$ cat src/rtl/uart_tx_arbiter_pkg.sv
// Shared types for the UART transmit arbiter: FSM state encoding, default byte width
// and the index-width helper used by the arbiter and its round-robin picker.
package uart_tx_arbiter_pkg;

  localparam int DATA_W_DEF = 8;

  typedef enum logic [1:0] {
    ST_IDLE  = 2'd0,
    ST_START = 2'd1,
    ST_WAIT  = 2'd2
  } arb_state_t;

  // Index width that stays at least 1 bit for degenerate requester counts.
  function automatic int idx_w(input int n);
    return (n > 1) ? $clog2(n) : 1;
  endfunction

endpackage

$ cat src/rtl/uart_tx_arbiter_if.sv
// Producer/transmitter side bundle of the UART transmit arbiter.
// master = producers plus transmitter, slave = arbiter.
interface uart_tx_arbiter_if
  import uart_tx_arbiter_pkg::*;
#(
  parameter int N_REQ  = 4,
  parameter int DATA_W = DATA_W_DEF
);
  logic [N_REQ-1:0]             req;
  logic [N_REQ-1:0][DATA_W-1:0] req_data;
  logic [N_REQ-1:0]             ack;
  logic                         busy;
  logic                         timeout_err;
  logic                         uart_start;
  logic [DATA_W-1:0]            uart_tx_data;
  logic                         uart_tx_done;

  modport master (
    output req, req_data, uart_tx_done,
    input  ack, busy, timeout_err, uart_start, uart_tx_data
  );

  modport slave (
    input  req, req_data, uart_tx_done,
    output ack, busy, timeout_err, uart_start, uart_tx_data
  );
endinterface

$ cat src/rtl/uart_tx_arbiter_rr_pick.sv
// Combinational round-robin picker: first set request scanning from rr_ptr upward,
// wrapping modulo N_REQ. Produces a one-hot grant and its index.
module rr_pick
  import uart_tx_arbiter_pkg::*;
#(
  parameter  int N_REQ = 4,
  localparam int IDX_W = idx_w(N_REQ)
) (
  input  logic [N_REQ-1:0] req,
  input  logic [IDX_W-1:0] rr_ptr,
  output logic [N_REQ-1:0] grant,
  output logic [IDX_W-1:0] grant_idx,
  output logic             grant_vld
);

  always_comb begin
    int               k;
    logic [IDX_W-1:0] ki;
    grant     = '0;
    grant_idx = '0;
    grant_vld = 1'b0;
    k         = 0;
    ki        = '0;
    for (int i = 0; i < N_REQ; i++) begin
      k = int'(rr_ptr) + i;
      if (k >= N_REQ) k = k - N_REQ;
      ki = IDX_W'(k);
      if (!grant_vld && req[ki]) begin
        grant_vld = 1'b1;
        grant[ki] = 1'b1;
        grant_idx = ki;
      end
    end
  end

endmodule

$ cat src/rtl/uart_tx_arbiter.sv
// Shares one UART transmitter among N_REQ byte producers: round-robin grant, byte latch,
// start strobe, then hold until the transmitter reports done or the watchdog aborts.
module uart_tx_arbiter
  import uart_tx_arbiter_pkg::*;
#(
  parameter int N_REQ       = 4,
  parameter int DATA_W      = DATA_W_DEF,
  parameter int TIMEOUT_CYC = 120000
) (
  input logic              clk,
  input logic              reset,
  uart_tx_arbiter_if.slave bus
);

  localparam int               IDX_W   = idx_w(N_REQ);
  localparam int               WD_W    = $clog2(TIMEOUT_CYC + 1);
  localparam logic [WD_W-1:0]  WD_LAST = WD_W'(TIMEOUT_CYC - 1);
  localparam logic [IDX_W-1:0] IDX_TOP = IDX_W'(N_REQ - 1);

  arb_state_t       state;
  logic [IDX_W-1:0] rr_ptr;
  logic [IDX_W-1:0] win_idx;
  logic [WD_W-1:0]  wdog;

  logic [N_REQ-1:0] grant;
  logic [IDX_W-1:0] grant_idx;
  logic             grant_vld;

  rr_pick #(.N_REQ(N_REQ)) u_pick (
    .req       (bus.req),
    .rr_ptr    (rr_ptr),
    .grant     (grant),
    .grant_idx (grant_idx),
    .grant_vld (grant_vld)
  );

  // Next scan starts just past the requester that was served, so a held
  // request goes to the back of the line.
  function automatic logic [IDX_W-1:0] next_ptr(input logic [IDX_W-1:0] i);
    return (i == IDX_TOP) ? '0 : i + 1'b1;
  endfunction

  always_ff @(posedge clk or negedge reset) begin
    if (!reset) begin
      state            <= ST_IDLE;
      rr_ptr           <= '0;
      win_idx          <= '0;
      wdog             <= '0;
      bus.ack          <= '0;
      bus.busy         <= 1'b0;
      bus.timeout_err  <= 1'b0;
      bus.uart_start   <= 1'b0;
      bus.uart_tx_data <= '0;
    end else begin
      bus.timeout_err <= 1'b0;
      case (state)
        ST_IDLE: begin
          bus.ack <= '0;
          if (grant_vld) begin
            bus.ack          <= grant;
            bus.uart_tx_data <= bus.req_data[grant_idx];
            win_idx          <= grant_idx;
            bus.busy         <= 1'b1;
            state            <= ST_START;
          end
        end
        ST_START: begin
          bus.ack        <= '0;
          bus.uart_start <= 1'b1;
          wdog           <= '0;
          state          <= ST_WAIT;
        end
        ST_WAIT: begin
          bus.uart_start <= 1'b0;
          if (wdog != '1) wdog <= wdog + 1'b1;
          // Done takes priority over a coincident watchdog expiry.
          if (bus.uart_tx_done) begin
            rr_ptr   <= next_ptr(win_idx);
            bus.busy <= 1'b0;
            state    <= ST_IDLE;
          end else if (wdog == WD_LAST) begin
            rr_ptr          <= next_ptr(win_idx);
            bus.timeout_err <= 1'b1;
            bus.busy        <= 1'b0;
            state           <= ST_IDLE;
          end
        end
        default: begin
          bus.ack        <= '0;
          bus.uart_start <= 1'b0;
          bus.busy       <= 1'b0;
          state          <= ST_IDLE;
        end
      endcase
    end
  end

endmodule

$ cat src/flat_wrapper.sv
// flat-port wrapper written by rule: the top's interface ports become plain ports
module uart_tx_arbiter_flat import uart_tx_arbiter_pkg::*;
#(
  parameter int N_REQ       = 4,
  parameter int DATA_W      = DATA_W_DEF,
  parameter int TIMEOUT_CYC = 120000
)
  (clk, reset, bus_req, bus_req_data, bus_uart_tx_done, bus_ack, bus_busy, bus_timeout_err, bus_uart_start, bus_uart_tx_data);
  uart_tx_arbiter_if #(.N_REQ(N_REQ), .DATA_W(DATA_W)) bus_i ();
  input logic clk;
  input logic reset;
  input wire logic [$bits(bus_i.req)-1:0] bus_req;
  input wire logic [$bits(bus_i.req_data)-1:0] bus_req_data;
  input wire logic [$bits(bus_i.uart_tx_done)-1:0] bus_uart_tx_done;
  output wire logic [$bits(bus_i.ack)-1:0] bus_ack;
  output wire logic [$bits(bus_i.busy)-1:0] bus_busy;
  output wire logic [$bits(bus_i.timeout_err)-1:0] bus_timeout_err;
  output wire logic [$bits(bus_i.uart_start)-1:0] bus_uart_start;
  output wire logic [$bits(bus_i.uart_tx_data)-1:0] bus_uart_tx_data;
  assign bus_i.req = bus_req;
  assign bus_i.req_data = bus_req_data;
  assign bus_i.uart_tx_done = bus_uart_tx_done;
  assign bus_ack = bus_i.ack;
  assign bus_busy = bus_i.busy;
  assign bus_timeout_err = bus_i.timeout_err;
  assign bus_uart_start = bus_i.uart_start;
  assign bus_uart_tx_data = bus_i.uart_tx_data;
  uart_tx_arbiter #(.N_REQ(N_REQ), .DATA_W(DATA_W), .TIMEOUT_CYC(TIMEOUT_CYC)) u_core (.clk(clk), .reset(reset), .bus(bus_i));
endmodule
$ cat config.mk
export PLATFORM = sky130hd
export DESIGN_NAME = uart_tx_arbiter_flat
export DESIGN_NICKNAME = d
export VERILOG_FILES = /design/src/rtl/uart_tx_arbiter_pkg.sv /design/src/rtl/uart_tx_arbiter_if.sv /design/src/rtl/uart_tx_arbiter_rr_pick.sv /design/src/rtl/uart_tx_arbiter.sv /design/src/flat_wrapper.sv
export SDC_FILE = /design/constraint.sdc
export NUM_CORES = 1
export LEC_CHECK = 0
export CAP_MARGIN = 10
export CORE_UTILIZATION = 35
export DETAILED_ROUTE_END_ITERATION = 6
export SETUP_SLACK_MARGIN = 0.02
export SYNTH_ARGS = -nofsm -noshare
export SYNTH_HDL_FRONTEND = slang
export SYNTH_SLANG_ARGS = --single-unit
$ cat constraint.sdc
create_clock -name clk -period 3.85 [get_ports clk]
set_input_delay 0.77 -clock clk [delete_from_list [all_inputs] [get_ports clk]]
set_output_delay 0.77 -clock clk [all_outputs]
set_load 0.02 [all_outputs]
==> metrics.yaml <==
area_delta_synth_final_pct: 28.4
yosys_warnings: 0
grt_max_degree: 39
grt_pass1_vias: 1889
end_kind: "flop"
synthArstFlopShare_pct: 100
r2r_cells: 9
drive_gt1_share_pct: 6.64
setup_tns_ns: 0
root_buffer: "clkbuf_8"
syn_area_um2: 2290
path_class: "in2reg"
timing.rr.start: "u_core.rr_ptr[1]$_DFFE_PN0P_"
slew_headroom_pct: 42.9
cp_max_fo: 11
io_pins: 54
finalSetupViolCount: 0
dieArea_um2: 6880
nets: 335
post-cts-setup-buffers: 0
start_util_pct: 36.1
max_freq_mhz: 323
max_stage_delay_ns: 0.63
worstPathCellList: "clkdlybuf4s50_1 -> mux4_2 -> nor4_1 -> nand2b_1 -> inv_2 -> o21ai_2 -> a211o_1 -> o221a_1"
skew_ns: 0.00530
core_area_um2: 6350
cp.required_ns: 4.08
path_clk_slew_ns: 0.07
ctsHoldBuffers: 0
via_per_inst: 5.26
worstPathArrival_ns: 3.32
p_leak_nw: 1.27
track_usage_pct: 16.0
whs_endpoint: "u_core.win_idx[1]$_DFFE_PN0P_"
hold_depth: 2
final_core_util_pct: 46.4
cts_buffers: 5
synth.distinct_cells: 46
r2r_end: "u_core.bus.uart_tx_data[6]$_DFFE_PN0P_"
synth_edf_count: 0
synth_ff_type: "dfrtp_1"
insertion_delay_ns: 0.29
synth_fp_nets: 281
clock-sinks: 38
io_buffer_count: 53
cp_top_family: "simple AND/OR/NAND/NOR gates"
status: "complete, no violations"
antenna_found_initial: 0
rsz0062_at_grt: "false"
clockBufferDepth: 2
dp_hpwl_um: 3820
cts_resized: 0
antenna_cells: 0
hold_path_startpoint: "u_core.win_idx[1]$_DFFE_PN0P_"
worstMarginPinSlew_ns: 0.856
slowest_stage: "mux4_2"
final_cell_mix: "52 x clkdlybuf4s50_1, 38 x dfrtp_1, 25 x nand2_1, 23 x nor2_1, 19 x mux2i_1"
drv_cap: 0
gr-total-overflow: 0
period_minus_slack_ns: 3.10
powerDensity_nw_per_um2: 677
fp.dieH_um: 83.0
firstDrtPassIters: 4
synth_seq_cells: 38
rows: 29
post_drt_wl_per_cell_um: 14.0
gp_congestion: 0.873
worstSetupStartpointType: "input port"
peakVddDrop_mv: 0.422
syn_avg_cell_area_um2: 9.89
yosysSeqAreaShare_pct: 41.4
hold_class: "reg2reg"
final_common_cell: "clkdlybuf4s50_1"
num-fill-cells: 599
grt_pass1_wl_um: 8980
hold_viol_final: 0
synthCells: 232
drt_iter0_drc: 129
die_x_um: 83.0
drc: 0
antenna_left: 0
slew_violations: 0
fin_cells: 363
num_vias: 1911
finalCritPeriodShare_pct: 80.4
cts_tree: "yes"
htreeDepth: 2
dp_cells: 356
crit_buf_inv: 2
regToRegSetupSlack_ns: 0.80
wl_um: 5080
per-stage QoR:
stage	area (µm²)	power, mW	hold WS [ns]	setup WS (ns)
finish	2950	2.00	0.486	0.753
floorplan	2290	1.47	0.445	1.10
global placement	2870	1.74	0.473	0.549
detailed placement	2870	1.75	0.474	0.427
global route	2950	2.17	0.517	0.554
CTS	2950	2.01	0.491	0.744
report_power, final:
group	switching, mW	internal, mW	total [mW]
Clock	0.133	0.125	0.258
Sequential	0.0930	0.507	0.600
Combinational	0.621	0.516	1.14
Yosys cell counts (3+ instances only):
library cell | instances | share of area, %
inv_1 | 7 | 1.1
a32oi_1 | 4 | 1.5
a21oi_1 | 6 | 1.3
nand4_1 | 6 | 1.6
o21ai_1 | 4 | 0.87
mux4_2 | 4 | 3.9
o221ai_1 | 7 | 2.7
nor3_1 | 3 | 0.65
buf_6 | 3 | 1.5
nand3_1 | 12 | 2.6
nor2b_1 | 4 | 1.1
nand2b_1 | 6 | 1.6
dfrtp_1 | 38 | 41
a22oi_1 | 4 | 1.3
ha_1 | 10 | 5.5
nor2_1 | 23 | 3.8
nand2_1 | 25 | 4.1
mux2i_1 | 19 | 8.3
o21ai_0 | 13 | 2.8
how the worst max path moves through the flow:
stage | from | to | slack (ns) | cells past startpoint
6_report | bus_req[2] | u_core.bus.uart_tx_data[6]$_DFFE_PN0P_ | 0.75 | 8
5_1_grt | bus_req[3] | u_core.bus.uart_tx_data[6]$_DFFE_PN0P_ | 0.55 | 8
2_1_floorplan | u_core.rr_ptr[0]$_DFFE_PN0P_ | u_core.bus.uart_tx_data[6]$_DFFE_PN0P_ | 1.10 | 11
3_5_place_dp | bus_req[2] | u_core.bus.uart_tx_data[6]$_DFFE_PN0P_ | 0.43 | 8
4_1_cts | bus_req[2] | u_core.bus.uart_tx_data[6]$_DFFE_PN0P_ | 0.74 | 8
3_3_place_gp | bus_req[2] | u_core.bus.uart_tx_data[6]$_DFFE_PN0P_ | 0.55 | 8
cell families (layout without fill, tap and decap cells):
logic type               count (synthesis)  after routing  synth area share [%]
AND/OR/NAND/NOR                         90             90                  19.9
AO/OA/AOI/OAI                           49             49                  14.4
flip-flops                              38             38                  41.4
multiplexers                            26             26                  13.8
buffers and inverters                   17             71                  4.14
adder cells (fa/ha/maj)                 10             10                  5.45
XOR/XNOR                                 2              2                 0.763
worst min-delay path, cell delays in order, from the launching register on:
cell     delay (ns)
dfrtp_1        0.35
nand2_1        0.05
nand2_1        0.06
routing by layer:
| layer | vias up | track usage (%) | routed length, µm | part of all wire (%) |
|---|---|---|---|---|
| met3 | 5 | 5.27 | 360 | 7.1 |
| met5 | - | 0 | 0 | 0 |
| li1 | 961 | - | - | - |
| met4 | 0 | 4.23 | 59 | 1.2 |
| met1 | 886 | 22.7 | 2510 | 49 |
| met2 | 59 | 23.4 | 2150 | 42 |
area by class of cell:
type / instances / area [µm²] / share of cell area, %
clock buffers: 7 / 76.3 / 2.59
repair buffers: 55 / 541 / 18.3
inverters: 9 / 33.8 / 1.15
multi-input cells: 177 / 1250 / 42.4
flip-flops and latches: 38 / 951 / 32.3
well taps: 77 / 96.3 / 3.27
flip-flops by register name, summed over array words and instances (netlist names):
name / flops
u_core.bus.timeout_err: 1
u_core.bus.ack: 4
u_core.bus.uart_tx_data: 8
u_core.bus.busy: 1
u_core.state: 2
u_core.rr_ptr: 2
u_core.bus.uart_start: 1
u_core.wdog: 17
u_core.win_idx: 2
No activity file was read; power rests on OpenSTA's default activity.
